`config.mk`:
```
export PLATFORM = sky130hd
export DESIGN_NAME = pixcount_ctrl_flat
export DESIGN_NICKNAME = d
export VERILOG_FILES = /design/src/rtl/pixcount_pkg.sv /design/src/rtl/pixcount_if.sv /design/src/rtl/pix_xy_tracker.sv /design/src/rtl/pixcount_ctrl.sv /design/src/flat_wrapper.sv
export SDC_FILE = /design/constraint.sdc
export NUM_CORES = 1
export LEC_CHECK = 0
export CORE_MARGIN = 2
export CORE_UTILIZATION = 50
export CTS_CLUSTER_DIAMETER = 80
export CTS_CLUSTER_SIZE = 30
export DETAILED_ROUTE_END_ITERATION = 7
export PLACE_DENSITY = 0.71
export SYNTH_ARGS = -nofsm -noshare
export SYNTH_HDL_FRONTEND = slang
export SYNTH_HIERARCHICAL = 1
export SYNTH_SLANG_ARGS = --single-unit
```
`constraint.sdc`:
```
create_clock -name clk -period 5.2 [get_ports clk]
set_input_delay 0.78 -clock clk [delete_from_list [all_inputs] [get_ports clk]]
set_output_delay 0.78 -clock clk [all_outputs]
set_load 0.005 [all_outputs]
```
`src/rtl/pixcount_pkg.sv`:
```
// Shared types and defaults for the windowed non-black pixel counter.
package pixcount_pkg;

    localparam int COORD_W      = 11;
    localparam int DEF_H_ACTIVE = 640;
    localparam int DEF_V_ACTIVE = 480;
    localparam int DEF_CNT_W    = 32;

    typedef enum logic [1:0] {
        ST_IDLE,
        ST_ARM,
        ST_COUNT,
        ST_DONE
    } state_t;

    typedef logic [COORD_W-1:0] coord_t;

    // Inclusive rectangular measurement window.
    typedef struct packed {
        coord_t x0;
        coord_t x1;
        coord_t y0;
        coord_t y1;
    } window_t;

    // Inclusive range test; an inverted range (lo > hi) never matches.
    function automatic logic in_range(input coord_t v, input coord_t lo, input coord_t hi);
        return (v >= lo) && (v <= hi);
    endfunction

endpackage

```
`src/rtl/pixcount_if.sv`:
```
// Video-in, window, control and result-handshake bundle for pixcount_ctrl.
// master: the driver/consumer side; slave: the counter itself.
interface pixcount_if
    import pixcount_pkg::*;
#(
    parameter int CNT_W = DEF_CNT_W
);
    logic             start;
    logic             frame_start;
    logic             pix_valid;
    logic [7:0]       r;
    logic [7:0]       g;
    logic [7:0]       b;
    coord_t           win_x0;
    coord_t           win_x1;
    coord_t           win_y0;
    coord_t           win_y1;
    logic             busy;
    logic [CNT_W-1:0] result;
    logic             result_valid;
    logic             result_ack;
    logic             overflow;

    modport master (
        output start, frame_start, pix_valid, r, g, b,
        output win_x0, win_x1, win_y0, win_y1, result_ack,
        input  busy, result, result_valid, overflow
    );

    modport slave (
        input  start, frame_start, pix_valid, r, g, b,
        input  win_x0, win_x1, win_y0, win_y1, result_ack,
        output busy, result, result_valid, overflow
    );

endinterface

```
`src/rtl/pix_xy_tracker.sv`:
```
// x/y position of the pixel on the bus. x and y are the coordinates of the
// pixel presented this cycle: clear marks it as the frame origin (0,0),
// advance steps the stored position past it with line/frame wrap, and eof
// flags the last active pixel of the frame.
module pix_xy_tracker
    import pixcount_pkg::*;
#(
    parameter int H_ACTIVE = DEF_H_ACTIVE,
    parameter int V_ACTIVE = DEF_V_ACTIVE
) (
    input  logic   clk,
    input  logic   rst_n,
    input  logic   clear,
    input  logic   advance,
    output coord_t x,
    output coord_t y,
    output logic   eof
);

    localparam coord_t X_LAST = coord_t'(H_ACTIVE - 1);
    localparam coord_t Y_LAST = coord_t'(V_ACTIVE - 1);

    coord_t x_q;
    coord_t y_q;

    // Current-pixel coordinates; the origin pixel overrides the stored position.
    always_comb begin
        x   = clear ? '0 : x_q;
        y   = clear ? '0 : y_q;
        eof = (x == X_LAST) && (y == Y_LAST);
    end

    // Position register: step past the current pixel, wrapping at line end.
    // NOTE: sequential state uses non-blocking assignments so every register
    // samples pre-edge values, independent of statement order.
    always_ff @(posedge clk or negedge rst_n) begin
        if (!rst_n) begin
            x_q <= '0;
            y_q <= '0;
        end else if (advance) begin
            if (x == X_LAST) begin
                x_q <= '0;
                y_q <= (y == Y_LAST) ? '0 : y + 1'b1;
            end else begin
                x_q <= x + 1'b1;
                y_q <= y;
            end
        end
    end

endmodule

```
`src/rtl/pixcount_ctrl.sv`:
```
// Frame-synchronous windowed counter of pixels with R, G and B all non-zero.
// Arms on start, aligns to the next frame_start, counts one frame and hands
// the total out through result_valid/result_ack.
// Optional build macro PIXCNT_CONTINUOUS_EN: re-arm after every frame,
// result_valid is a one-cycle pulse and result_ack is ignored.
module pixcount_ctrl
    import pixcount_pkg::*;
#(
    parameter int H_ACTIVE = DEF_H_ACTIVE,
    parameter int V_ACTIVE = DEF_V_ACTIVE,
    parameter int CNT_W    = DEF_CNT_W
) (
    input  logic      clk,
    input  logic      rst_n,
    pixcount_if.slave bus
);

    state_t           state_q, state_d;
    window_t          win_q;
    logic             latch_win;

    logic [CNT_W-1:0] count_q, count_d, acc_cnt;
    logic             ovf_q, ovf_d, acc_ovf;
    logic [CNT_W-1:0] result_q, result_d;
    logic             result_valid_q, result_valid_d;
    logic             overflow_q, overflow_d;
    logic             busy_q, busy_d;

    coord_t           x, y;
    logic             origin, advance, eof, qual;

    // The first pixel of a frame is always the origin, both when arming and
    // when resynchronising mid-count.
    assign origin  = bus.frame_start && bus.pix_valid;
    assign advance = bus.pix_valid &&
                     ((state_q == ST_COUNT) || ((state_q == ST_ARM) && bus.frame_start));

    pix_xy_tracker #(
        .H_ACTIVE (H_ACTIVE),
        .V_ACTIVE (V_ACTIVE)
    ) u_tracker (
        .clk     (clk),
        .rst_n   (rst_n),
        .clear   (origin),
        .advance (advance),
        .x       (x),
        .y       (y),
        .eof     (eof)
    );

    assign qual = bus.pix_valid &&
                  in_range(x, win_q.x0, win_q.x1) &&
                  in_range(y, win_q.y0, win_q.y1) &&
                  (|bus.r) && (|bus.g) && (|bus.b);

    // Next state, saturating accumulate and result/handshake updates.
    always_comb begin
        // NOTE: every variable gets a default before the case so no path
        // leaves one unassigned, which would infer a latch.
        state_d    = state_q;
        count_d    = count_q;
        ovf_d      = ovf_q;
        result_d   = result_q;
        overflow_d = overflow_q;
        latch_win  = 1'b0;
`ifdef PIXCNT_CONTINUOUS_EN
        result_valid_d = 1'b0;
`else
        result_valid_d = result_valid_q;
`endif

        // Saturating add of this pixel; a qualifying pixel lost to
        // saturation marks the frame as overflowed.
        acc_cnt = count_q;
        acc_ovf = ovf_q;
        if (qual) begin
            if (&count_q) begin
                acc_ovf = 1'b1;
            end else begin
                acc_cnt = count_q + 1'b1;
            end
        end

        case (state_q)
            ST_IDLE: begin
                if (bus.start) begin
                    state_d   = ST_ARM;
                    latch_win = 1'b1;
                end
            end
            ST_ARM: begin
                if (origin) begin
                    state_d = ST_COUNT;
                    count_d = CNT_W'(qual);
                    ovf_d   = 1'b0;
                end
            end
            ST_COUNT: begin
                if (origin) begin
                    // Resync: the truncated frame is discarded.
                    count_d = CNT_W'(qual);
                    ovf_d   = 1'b0;
                end else if (bus.pix_valid) begin
                    count_d = acc_cnt;
                    ovf_d   = acc_ovf;
                    if (eof) begin
                        result_d       = acc_cnt;
                        overflow_d     = acc_ovf;
                        result_valid_d = 1'b1;
`ifdef PIXCNT_CONTINUOUS_EN
                        state_d = ST_ARM;
`else
                        state_d = ST_DONE;
`endif
                    end
                end
            end
            ST_DONE: begin
`ifdef PIXCNT_CONTINUOUS_EN
                state_d = ST_ARM;
`else
                if (bus.result_ack) begin
                    state_d        = ST_IDLE;
                    result_valid_d = 1'b0;
                end
`endif
            end
            default: state_d = ST_IDLE;
        endcase

        busy_d = (state_d == ST_ARM) || (state_d == ST_COUNT);
    end

    // FSM state register.
    always_ff @(posedge clk or negedge rst_n) begin
        if (!rst_n) begin
            state_q <= ST_IDLE;
        end else begin
            state_q <= state_d;
        end
    end

    // Count, result and status registers; all outputs come from here.
    always_ff @(posedge clk or negedge rst_n) begin
        if (!rst_n) begin
            count_q        <= '0;
            ovf_q          <= 1'b0;
            result_q       <= '0;
            result_valid_q <= 1'b0;
            overflow_q     <= 1'b0;
            busy_q         <= 1'b0;
        end else begin
            count_q        <= count_d;
            ovf_q          <= ovf_d;
            result_q       <= result_d;
            result_valid_q <= result_valid_d;
            overflow_q     <= overflow_d;
            busy_q         <= busy_d;
        end
    end

    // Window bounds captured only on an accepted start.
    always_ff @(posedge clk or negedge rst_n) begin
        if (!rst_n) begin
            win_q <= '0;
        end else if (latch_win) begin
            win_q <= '{x0: bus.win_x0, x1: bus.win_x1, y0: bus.win_y0, y1: bus.win_y1};
        end
    end

    assign bus.busy         = busy_q;
    assign bus.result       = result_q;
    assign bus.result_valid = result_valid_q;
    assign bus.overflow     = overflow_q;

endmodule

```
`src/flat_wrapper.sv`:
```
// flat-port wrapper written by rule: the top's interface ports become plain ports
module pixcount_ctrl_flat import pixcount_pkg::*;
#(
    parameter int H_ACTIVE = DEF_H_ACTIVE,
    parameter int V_ACTIVE = DEF_V_ACTIVE,
    parameter int CNT_W    = DEF_CNT_W
)
  (clk, rst_n, bus_start, bus_frame_start, bus_pix_valid, bus_r, bus_g, bus_b, bus_win_x0, bus_win_x1, bus_win_y0, bus_win_y1, bus_result_ack, bus_busy, bus_result, bus_result_valid, bus_overflow);
  pixcount_if #(.CNT_W(CNT_W)) bus_i ();
  input  logic clk;
  input  logic rst_n;
  input wire logic [$bits(bus_i.start)-1:0] bus_start;
  input wire logic [$bits(bus_i.frame_start)-1:0] bus_frame_start;
  input wire logic [$bits(bus_i.pix_valid)-1:0] bus_pix_valid;
  input wire logic [$bits(bus_i.r)-1:0] bus_r;
  input wire logic [$bits(bus_i.g)-1:0] bus_g;
  input wire logic [$bits(bus_i.b)-1:0] bus_b;
  input wire logic [$bits(bus_i.win_x0)-1:0] bus_win_x0;
  input wire logic [$bits(bus_i.win_x1)-1:0] bus_win_x1;
  input wire logic [$bits(bus_i.win_y0)-1:0] bus_win_y0;
  input wire logic [$bits(bus_i.win_y1)-1:0] bus_win_y1;
  input wire logic [$bits(bus_i.result_ack)-1:0] bus_result_ack;
  output wire logic [$bits(bus_i.busy)-1:0] bus_busy;
  output wire logic [$bits(bus_i.result)-1:0] bus_result;
  output wire logic [$bits(bus_i.result_valid)-1:0] bus_result_valid;
  output wire logic [$bits(bus_i.overflow)-1:0] bus_overflow;
  assign bus_i.start = bus_start;
  assign bus_i.frame_start = bus_frame_start;
  assign bus_i.pix_valid = bus_pix_valid;
  assign bus_i.r = bus_r;
  assign bus_i.g = bus_g;
  assign bus_i.b = bus_b;
  assign bus_i.win_x0 = bus_win_x0;
  assign bus_i.win_x1 = bus_win_x1;
  assign bus_i.win_y0 = bus_win_y0;
  assign bus_i.win_y1 = bus_win_y1;
  assign bus_i.result_ack = bus_result_ack;
  assign bus_busy = bus_i.busy;
  assign bus_result = bus_i.result;
  assign bus_result_valid = bus_i.result_valid;
  assign bus_overflow = bus_i.overflow;
  pixcount_ctrl #(.H_ACTIVE(H_ACTIVE), .V_ACTIVE(V_ACTIVE), .CNT_W(CNT_W)) u_core (.clk(clk), .rst_n(rst_n), .bus(bus_i));
endmodule
```
==> summary.md, run 1 <==
| Metric | Value |
|---|---|
| Outcome | completed |
| Type of the setup path with the least slack | in2reg |
| Prevailing post-synth register cell | sky130_fd_sc_hd__dfrtp_1 |
| DRC Markers | 0 |
| Vias in the first global route | 6942 |
| Final setup violation count | 0 |
| Port buffer count | 108 |
| Wire length per cell | 16.1 µm |
| Diodes inserted | 0 |
| Number of hold violations in the final report | 0 |
| Clock buffer count from CTS | 17 |
| Sequential cell area | 3400 µm² |
| I/O Pins | 109 |
| Shortest clock period the worst path allows after layout | 4.43 ns |
| Endpoint required time on the critical path | 5.52 ns |
| Post-CTS Setup Repair Bufs | 0 |
| Violation count after the first detailed-routing iteration | 407 |
| Number of nets still failing antenna checks after routing | 0 |
| Most frequent cells in the layout | sky130_fd_sc_hd__dfrtp_1, sky130_fd_sc_hd__clkdlybuf4s50_1, sky130_fd_sc_hd__nand2_1 |
| Clock tree from TritonCTS | built |
| Endpoint class of the critical path | register |
| Max Clock Freq | 226 MHz |
| Number of placement rows | 46 |
| Aggregate routed wire length | 20100 µm |
| Residual overflow from global routing | 0 |
| Terminus of the critical flop-to-flop path | u_core/count_q[17]$_DFFE_PN0P_ |
| Antenna violations before repair | 0 |
| Number of sinks driven by the clock tree | 136 |
| Start of the worst register-to-register path | u_core/count_q[0]$_DFFE_PN0P_ |
| Syn nets | 1055 |
| Aggregate negative setup slack | 0 ns |
| Largest net degree at the start of global routing | 94 |
| Setup repair after global routing missed its margin | no |
| Yosys synthesis warning count | 6 |
| First-pass GRT wire length | 34100 µm |
| Clock latency of the later-clocked register in the worst-skew pair | 0.42 ns |
| Max FO, Critical Path | 36 |
| Part of the cycle the worst path needs | 0.852 |
| Die Wd | 132 µm |
| Synthesized flop and latch total | 136 |
| Worst Skew | 0.00822 ns |
| Core Region | 16000 µm² |
| Post-Synthesis Cells | 934 |
| Multi-input combinational cell area | 4370 µm² |
| Maximum resistive drop on vdd | 0.000233 V |
| Share of cells above drive strength 1 | 0.0688 |
| Clock-pin slew reported for the worst setup and hold paths after clock tree synthesis | 0.06 ns |
| Hold_buf cts | 0 |
| Total track usage | 0.237 |
| EDFF count, synth | 0 |
| Max-slew headroom at the worst pin | 0.334 |
| Quantity of gates resized following cts | 0 |
| Weighted congestion at the end of routability-driven global placement | 0.842 |
| Leakage power total | 4.27 nW |
| Chip height | 132 µm |
| H-tree depth | 4 |
| Worst reg2reg path depth | 7 |
| Critical path arrival | 4.76 ns |
| Synthesized area | 8230 µm² |
| Slew at the pin closest to its max-slew limit | 0.999 ns |
| Max Root-Sink Buffers | 2 |
| Library cell used as clock root buffer | sky130_fd_sc_hd__clkbuf_16 |
| Cell variety after synth | 68 |
| Worst setup SP type | primary input |
| PwrDens | 368 nW/µm² |
| Detailed-route via count | 7228 |
| Final Util | 0.631 |
| Via count normalized by instance count | 5.79 |
| Final-stage net count | 1140 |
| Most frequent standard cell in the layout excluding fill and tap cells | sky130_fd_sc_hd__dfrtp_1 |
| Worst min path class | in2async |
| Max-cap viol count | 0 |
| Ys async rst share | 1.00 |
| Minimum setup slack among reg-to-reg paths | 1.66 ns |
| Worst hold slack | 0.428 ns |
| Avg Inst Size Synth | 8.81 µm² |
| Filler instances | 1388 |
| Overall die area | 17500 µm² |
| Post-synthesis to final-layout area growth | 22.6% |
| Proportion of synthesized chip area in sequential cells | 0.414 |
| DRT Pass-1 Iters | 5 |
| Detailed placer's ending HPWL | 13700 µm |
| Initial Util | 0.514 |
| Max-slew violation total from the final report | 0 |
-- cell families after synthesis --
family,Yosys count,share of synthesized area
AOI/OAI and AO/OA,231,0.181
muxes,13,0.0164
adders and majority gates,47,0.0715
and+or+nand+nor,392,0.259
buffers and inverters,114,0.0575
DFF,136,0.414
xor gates and xnor gates,1,0.00106
-- area by class of cell --
cell class              count  area share
clock buffers              19      0.0449
clock inverters            13      0.0175
inverters                  57      0.0212
multi-input cells         684       0.433
flip-flops and latches    136       0.337
well taps                 216      0.0268
repair buffers            123       0.120
-- power by group --
part	switching [mW]	internal [mW]
Sequential	0.112	1.27
Clock	0.457	0.823
Combinational	0.636	0.414
Total	1.21	2.50
-- critical path, cell delays in order --
cell and delay [ns]:
sky130_fd_sc_hd__clkdlybuf4s50_1 0.53, sky130_fd_sc_hd__nand2_1 0.14, sky130_fd_sc_hd__inv_1 0.43, sky130_fd_sc_hd__buf_4 0.35
sky130_fd_sc_hd__and2b_1 0.26, sky130_fd_sc_hd__ha_1 0.30, sky130_fd_sc_hd__nand4_1 0.09, sky130_fd_sc_hd__nor2_1 0.11
sky130_fd_sc_hd__a211oi_1 0.07, sky130_fd_sc_hd__o21ai_0 0.40, sky130_fd_sc_hd__nand4_4 0.24, sky130_fd_sc_hd__buf_4 0.31
sky130_fd_sc_hd__or4_1 0.51, sky130_fd_sc_hd__a31oi_1 0.21
-- Yosys cell counts (all sizes together), types with 3 or more instances --
| library cell | n | area (µm²) |
|---|---|---|
| nand4 | 25 | 178 |
| nor2 | 52 | 195 |
| o2bb2ai | 5 | 43.8 |
| o311a | 5 | 50.1 |
| a211oi | 6 | 50.1 |
| or2 | 3 | 18.8 |
| and3b | 3 | 26.3 |
| and2 | 8 | 50.1 |
| a2bb2oi | 4 | 35.0 |
| and4 | 5 | 46.3 |
| a31oi | 33 | 206 |
| buf | 18 | 111 |
| or3 | 36 | 225 |
| ha | 47 | 588 |
| inv | 55 | 206 |
| o31ai | 16 | 120 |
| a211o | 5 | 43.8 |
| nor3 | 15 | 75.1 |
| nand3 | 53 | 275 |
| nand3b | 5 | 37.5 |
| o211ai | 22 | 165 |
| a22o | 3 | 26.3 |
| mux2 | 4 | 45.0 |
| o22ai | 4 | 25.0 |
| nand2 | 104 | 393 |
| dfrtp | 136 | 3400 |
| o311ai | 7 | 61.3 |
| nor2b | 18 | 113 |
| mux2i | 9 | 90.1 |
| o21ai | 79 | 395 |
| and3 | 16 | 100 |
| nor4 | 14 | 124 |
| or4 | 26 | 195 |
| clkbuf | 39 | 148 |
| a21oi | 26 | 130 |
-- metrics by stage --
step | cells | total power, mW | setup slack [ns] | cell area, µm²
finish | 1248 | 3.71 | 0.768 | 10100
global route | 1248 | 3.97 | 0.500 | 10100
CTS | 1248 | 3.74 | 0.777 | 10100
detailed placement | 1216 | 2.45 | 0.370 | 9460
global placement | 1216 | 2.42 | 0.468 | 9460
floorplan | 934 | 2.10 | 1.14 | 8230
-- sequential cells by signal, indices dropped and copies added, names as in the netlist, 2 cells and up --
signal                flops
u_core/win_q             44
u_core/u_tracker/x_q     11
u_core/count_q           32
u_core/state_q            2
u_core/bus.result        32
u_core/u_tracker/y_q     11
-- metal layers --
metal	track usage	part of all wire	up-vias
li1	-	-	3616
met1	0.313	0.46	3455
met2	0.399	0.49	131
met3	0.0442	0.033	26
met4	0.0711	0.017	0
met5	0	0	-
-- worst max-delay path by stage --
stage / from / endpoint / slack, ns / cells past startpoint
finish: bus_pix_valid / u_core/bus.result[3]$_DFFE_PN0P_ / 0.77 / 14
global route: bus_pix_valid / u_core/bus.result[3]$_DFFE_PN0P_ / 0.50 / 14
CTS: bus_pix_valid / u_core/bus.result[3]$_DFFE_PN0P_ / 0.78 / 14
detailed placement: bus_pix_valid / u_core/bus.result[5]$_DFFE_PN0P_ / 0.37 / 14
global placement: bus_pix_valid / u_core/bus.result[5]$_DFFE_PN0P_ / 0.47 / 14
floorplan: bus_frame_start / u_core/count_q[3]$_DFFE_PN0P_ / 1.14 / 17
(Power assumes the default switching activity.)
==> run 2, diff against run 1 <==
--- a/config.mk
+++ b/config.mk
@@ -8,7 +8,6 @@
 export CORE_MARGIN = 2
 export CORE_UTILIZATION = 50
 export CTS_CLUSTER_DIAMETER = 80
-export CTS_CLUSTER_SIZE = 30
 export DETAILED_ROUTE_END_ITERATION = 7
 export PLACE_DENSITY = 0.71
 export SYNTH_ARGS = -nofsm -noshare
==> results of run 2 <==
Final layout, timing and power as in run 1 (identical DEF).
==> patch 1: new RTL, config.mk and constraints of run 1 <==
`COORD_W`: 11 -> 12.
--- a/src/rtl/pixcount_pkg.sv
+++ b/src/rtl/pixcount_pkg.sv
@@ -2,5 +2,5 @@
 package pixcount_pkg;
 
-    localparam int COORD_W      = 11;
+    localparam int COORD_W      = 12;
     localparam int DEF_H_ACTIVE = 640;
     localparam int DEF_V_ACTIVE = 480;
Interface: changed (resized bus_win_x0, bus_win_x1, bus_win_y0 and bus_win_y1); port bits go from 109 to 113. The function was not compared with the original's and may differ.
==> patch 1 against run 1 <==
Worst setup slack got worse by 0.34 ns; synthesized area is 2.0% higher; critical path depth unchanged; routed wire length shrank 0.19%; die area is 1.9% higher; cell area rose by 3.0%; sequential cell count rose by 6; clock power decreased by 3%; sequential share of layout area rose by 0.47 points; power is 6.1% higher; fmax is 7.1% lower; critical endpoint is now u_core/bus.result[12]; highest routed layer unchanged.
==> patch 1: results (changes against run 1) <==
stage;metric;value;unit;change
critical_path;crit_arrival;5.12;ns;+0.36 ns
cells_and_area;multi_input_area_share;42.0;%;-1.3 points
cells_and_area;num-clock-buffers;18;;-1
synthesis;synth_cell_type_count;76;;+12%
placed_design;dpl.cell_count;1248;;+2.6%
cells_and_area;inv_count;72;;+26%
detailed_routing;wl_met3;959;um;+42%
global_route;grt_pass1_wl;33800;um;-1.0%
sta;period_needed;4.77;ns;+0.341 ns
critical_path;reg2reg_slack;1.28;ns;-0.38 ns
global_route;grt_pass1_vias;6978;;+0.52%
synthesis;synthesis.instances;942;;+0.86%
placed_design;pre_cts_slack;0.0434;ns;-0.327 ns
synthesis;synth_nets;1071;;+1.5%
critical_path;worstPathMaxFanout;22;;-39%
cells_and_area;nets;1176;;+3.2%
cells_and_area;largest_register_ffs;48;;+9.1%
synthesis;ys_top_cells_by_area;dfrtp_1 42%, ha_1 7.6%, nand2_1 5.7%;;
detailed_routing;first_pass_iters;6;;+1
cells_and_area;nFlopsAndLatches;142;;+4.4%
sta;hold_ws;0.448;ns;+0.0196 ns
power;finalPower;0.00393;W;+6.1%
cells_and_area;drive_above_1_share;8.68;%;+1.8 points
global_route;grt_use_met2;36.6;%;-3.3 points
cells_and_area;regArea;3550;um2;+4.4%
placed_design;place_area;9790;um2;+3.4%
power;comb_power_share;31.6;%;+3.3 points
global_route;grt_max_degree;102;;+8.5%
detailed_routing;avgRoutedWirePerCell;15.7;um;-2.7%
detailed_routing;wl_met1;9420;um;+1.5%
cells_and_area;nNonClkBuffers;137;;+11%
cells_and_area;nMultiInputCombCells;677;;-1.0%
cells_and_area;buf_share;12.7;%;+0.76 points
cells_and_area;stdcell_count;1280;;+2.6%
power;p_leak;4.39;nW;+2.7%
synthesis;synthTopCellsByCount;142 x dfrtp_1, 128 x nand2_1, 94 x o21ai_0, 72 x inv_1, 51 x ha_1;;
placed_design;gp_congestion;0.850;;+0.91%
global_route;track_usage;23.5;%;-0.20 points
detailed_routing;wl_met2;9390;um;-4.4%
critical_path;cp_slowest_cell;nor4_4;;
power;pg_clk;0.00124;W;-3%
synthesis;yosysSeqAreaShare;42.4;%;+0.98 points
cells_and_area;clk_share;5.83;%;-0.41 points
critical_path;slowest_delay;0.88;ns;+0.35 ns
cells_and_area;fill_cells;1420;;+2.3%
global_route;gr-usage-met1;33.0;%;+1.7 points
sta;worst_pin_slew;1.08;ns;+0.0837 ns
synthesis;netlist_area;8390;um2;+2.0%
sta;skew;0.00873;ns;+0.000502 ns
power;power_density;379;nW/um2;+3.0%
power;ir_worst_vdd;0.264;mV;+14%
run_status;status;finished clean;;
placed_design;port-buffer-count;112;;+3.7%
detailed_routing;drt-initial-drc-count;642;;+58%
global_route;met3_usage;5.06;%;+0.64 points
detailed_routing;vias;7263;;+0.48%
cells_and_area;top_register;u_core/win_q;;
-- patch 1: cells by family after synthesis --
kind of cell | after synthesis | share of synthesized area, %
simple gates | 345 | 22.1
compound gates | 243 | 17.9
flops | 142 | 42.4
buf+inv | 123 | 5.76
fa+ha+maj | 51 | 7.61
xor+xnor | 25 | 2.61
mux | 13 | 1.67
-- patch 1: worst paths after layout --
kind                                               from                     to  cells past startpoint
min in group clk                   u_core/bus.result[8]   u_core/bus.result[8]                      2
worst max-delay path                      bus_pix_valid  u_core/bus.result[12]                     14
worst min register to register     u_core/bus.result[8]   u_core/bus.result[8]                      2
worst min-delay path                              rst_n       u_core/win_q[41]                      1
worst max register to register  u_core/u_tracker/y_q[5]  u_core/bus.result[12]                     13
max in group asynchronous                         rst_n       u_core/win_q[26]                      2
-- patch 1: critical path: cells and delay by family --
kind                       cells  cell delay (ns)
adders and majority gates      1             0.29
buffers and inverters          3             0.97
and+or+nand+nor                6             2.42
AOI/OAI and AO/OA              4             0.65
==> patch 2: new RTL, settings of run 1 <==
Made on the original files. `result_q` no longer has a reset.
--- a/src/rtl/pixcount_ctrl.sv
+++ b/src/rtl/pixcount_ctrl.sv
@@ -146,5 +146,4 @@
             count_q        <= '0;
             ovf_q          <= 1'b0;
-            result_q       <= '0;
             result_valid_q <= 1'b0;
             overflow_q     <= 1'b0;
@@ -153,9 +152,12 @@
             count_q        <= count_d;
             ovf_q          <= ovf_d;
-            result_q       <= result_d;
             result_valid_q <= result_valid_d;
             overflow_q     <= overflow_d;
             busy_q         <= busy_d;
         end
+    end
+
+    always_ff @(posedge clk) begin
+        result_q <= result_d;
     end
 
Behaviour: no difference found for any inputs over 10 cycles, from zero or initial values and one cycle with rst_n low; that may be too few to reach the edited logic, so the function may still have changed.
==> patch 2 against run 1 <==
Global-route usage rose by 1.0 points; cell area fell by 2.4%; die area fell by 2.9%; sequential cell count did not move; routed wire length rose by 0.73%; worst setup slack improved by 0.18 ns; critical endpoint is now u_core/bus.result[14]; critical path depth fell by 1; synthesized area fell by 3.0%; register-to-register slack improved by 0.04 ns; clock skew barely moved; critical path type unchanged; power fell by 0.96%; clock power fell by 7%.
==> patch 2: results (changes against run 1) <==
stage;metric;value;unit;change
run_status;status;finished clean;;
detailed_routing;wl_met3;873;um;+30%
global_route;grt_pass1_vias;6415;;-7.6%
detailed_routing;vias;6758;;-6.5%
critical_path;rr_startpoint;u_core/u_tracker/x_q[9];;
cells_and_area;fill_cells;1376;;-0.86%
cells_and_area;nets;1077;;-5.5%
power;ir_worst_vdd;0.227;mV;-2.5%
cells_and_area;drive_above_1_share;6.92;%;+0.042 points
critical_path;cp_slowest_cell;or4b_1;;
placed_design;pre_cts_slack;0.537;ns;+0.167 ns
critical_path;r2r_cells;10;;+3
global_route;grt_pass1_wl;32600;um;-4.6%
global_route;gr-usage-met1;33.7;%;+2.4 points
placed_design;gp_congestion;0.870;;+3.3%
critical_path;crit_arrival;4.43;ns;-0.33 ns
global_route;track_usage;24.8;%;+1.0 points
detailed_routing;drt-initial-drc-count;578;;+42%
power;p_leak;4.16;nW;-2.5%
critical_path;worstPathMaxFanout;43;;+19%
critical_path;slowest_delay;0.79;ns;+0.26 ns
sta;worst_pin_slew;1.03;ns;+0.0350 ns
synthesis;synth_cell_type_count;69;;+1.5%
global_route;grt_max_degree;68;;-28%
detailed_routing;wl_met2;9740;um;-0.84%
detailed_routing;wl_met1;9310;um;+0.29%
sta;skew;0.00871;ns;+0.000486 ns
synthesis;synth_nets;985;;-6.6%
synthesis;synthArstFlopShare;76.5;%;-24 points
synthesis;yosysSeqAreaShare;44.7;%;+3.3 points
[patch 2: cell count changes in the layout (fill, tap and decap cells not counted), moves of 12 or more]
cell	change
dfrtp_1	-32
edfxtp_1	+32
or3_1	-29
or4_1	-24
a31oi_1	-18
xor2_1	+17
o21ai_0	-14
xnor2_1	+14
nor2_1	-12
o211ai_1	-12
[patch 2: cells by family after synthesis]
family                   share of synthesized area [%]
multiplexers                                      1.57
XOR/XNOR                                          3.51
AND/OR/NAND/NOR                                   22.9
adder cells (fa/ha/maj)                           7.37
flip-flops                                        44.7
AO/OA/AOI/OAI                                     14.6
buffers and inverters                             5.40
[patch 2: power breakdown]
part | total, W | internal [W] | switching, W
sequential | 0.00141 | 0.00130 | 0.000113
clock | 0.00119 | 0.000706 | 0.000484
combinational | 0.00108 | 0.000417 | 0.000659
total | 0.00367 | 0.00242 | 0.00126
[patch 2: final cells by class]
cell class                      count  share of cell area, %
Clock buffer                       17                   4.32
Clock inverter                     14                   1.52
Inverter                           60                   2.29
Multi-Input combinational cell    618                   40.6
Sequential cell                   136                   36.2
Tap cell                          216                   2.74
Timing Repair Buffer              123                   12.3
[patch 2: worst paths after layout]
path                       slack, ns                      end
setup / recovery                0.94    u_core/bus.result[14]
hold / removal                  0.47         u_core/win_q[29]
setup reg to reg                1.70    u_core/bus.result[14]
hold reg to reg                 0.49             u_core/ovf_q
max in group asynchronous       3.66  u_core/u_tracker/x_q[0]
min in group clk                0.49             u_core/ovf_q
[patch 2: per-stage QoR]
| step | area, um2 | cells |
|---|---|---|
| floorplan | 7980 | 864 |
| global placement | 9270 | 1153 |
| detailed placement | 9270 | 1153 |
| CTS | 9850 | 1184 |
| global route | 9850 | 1184 |
| finish | 9850 | 1184 |
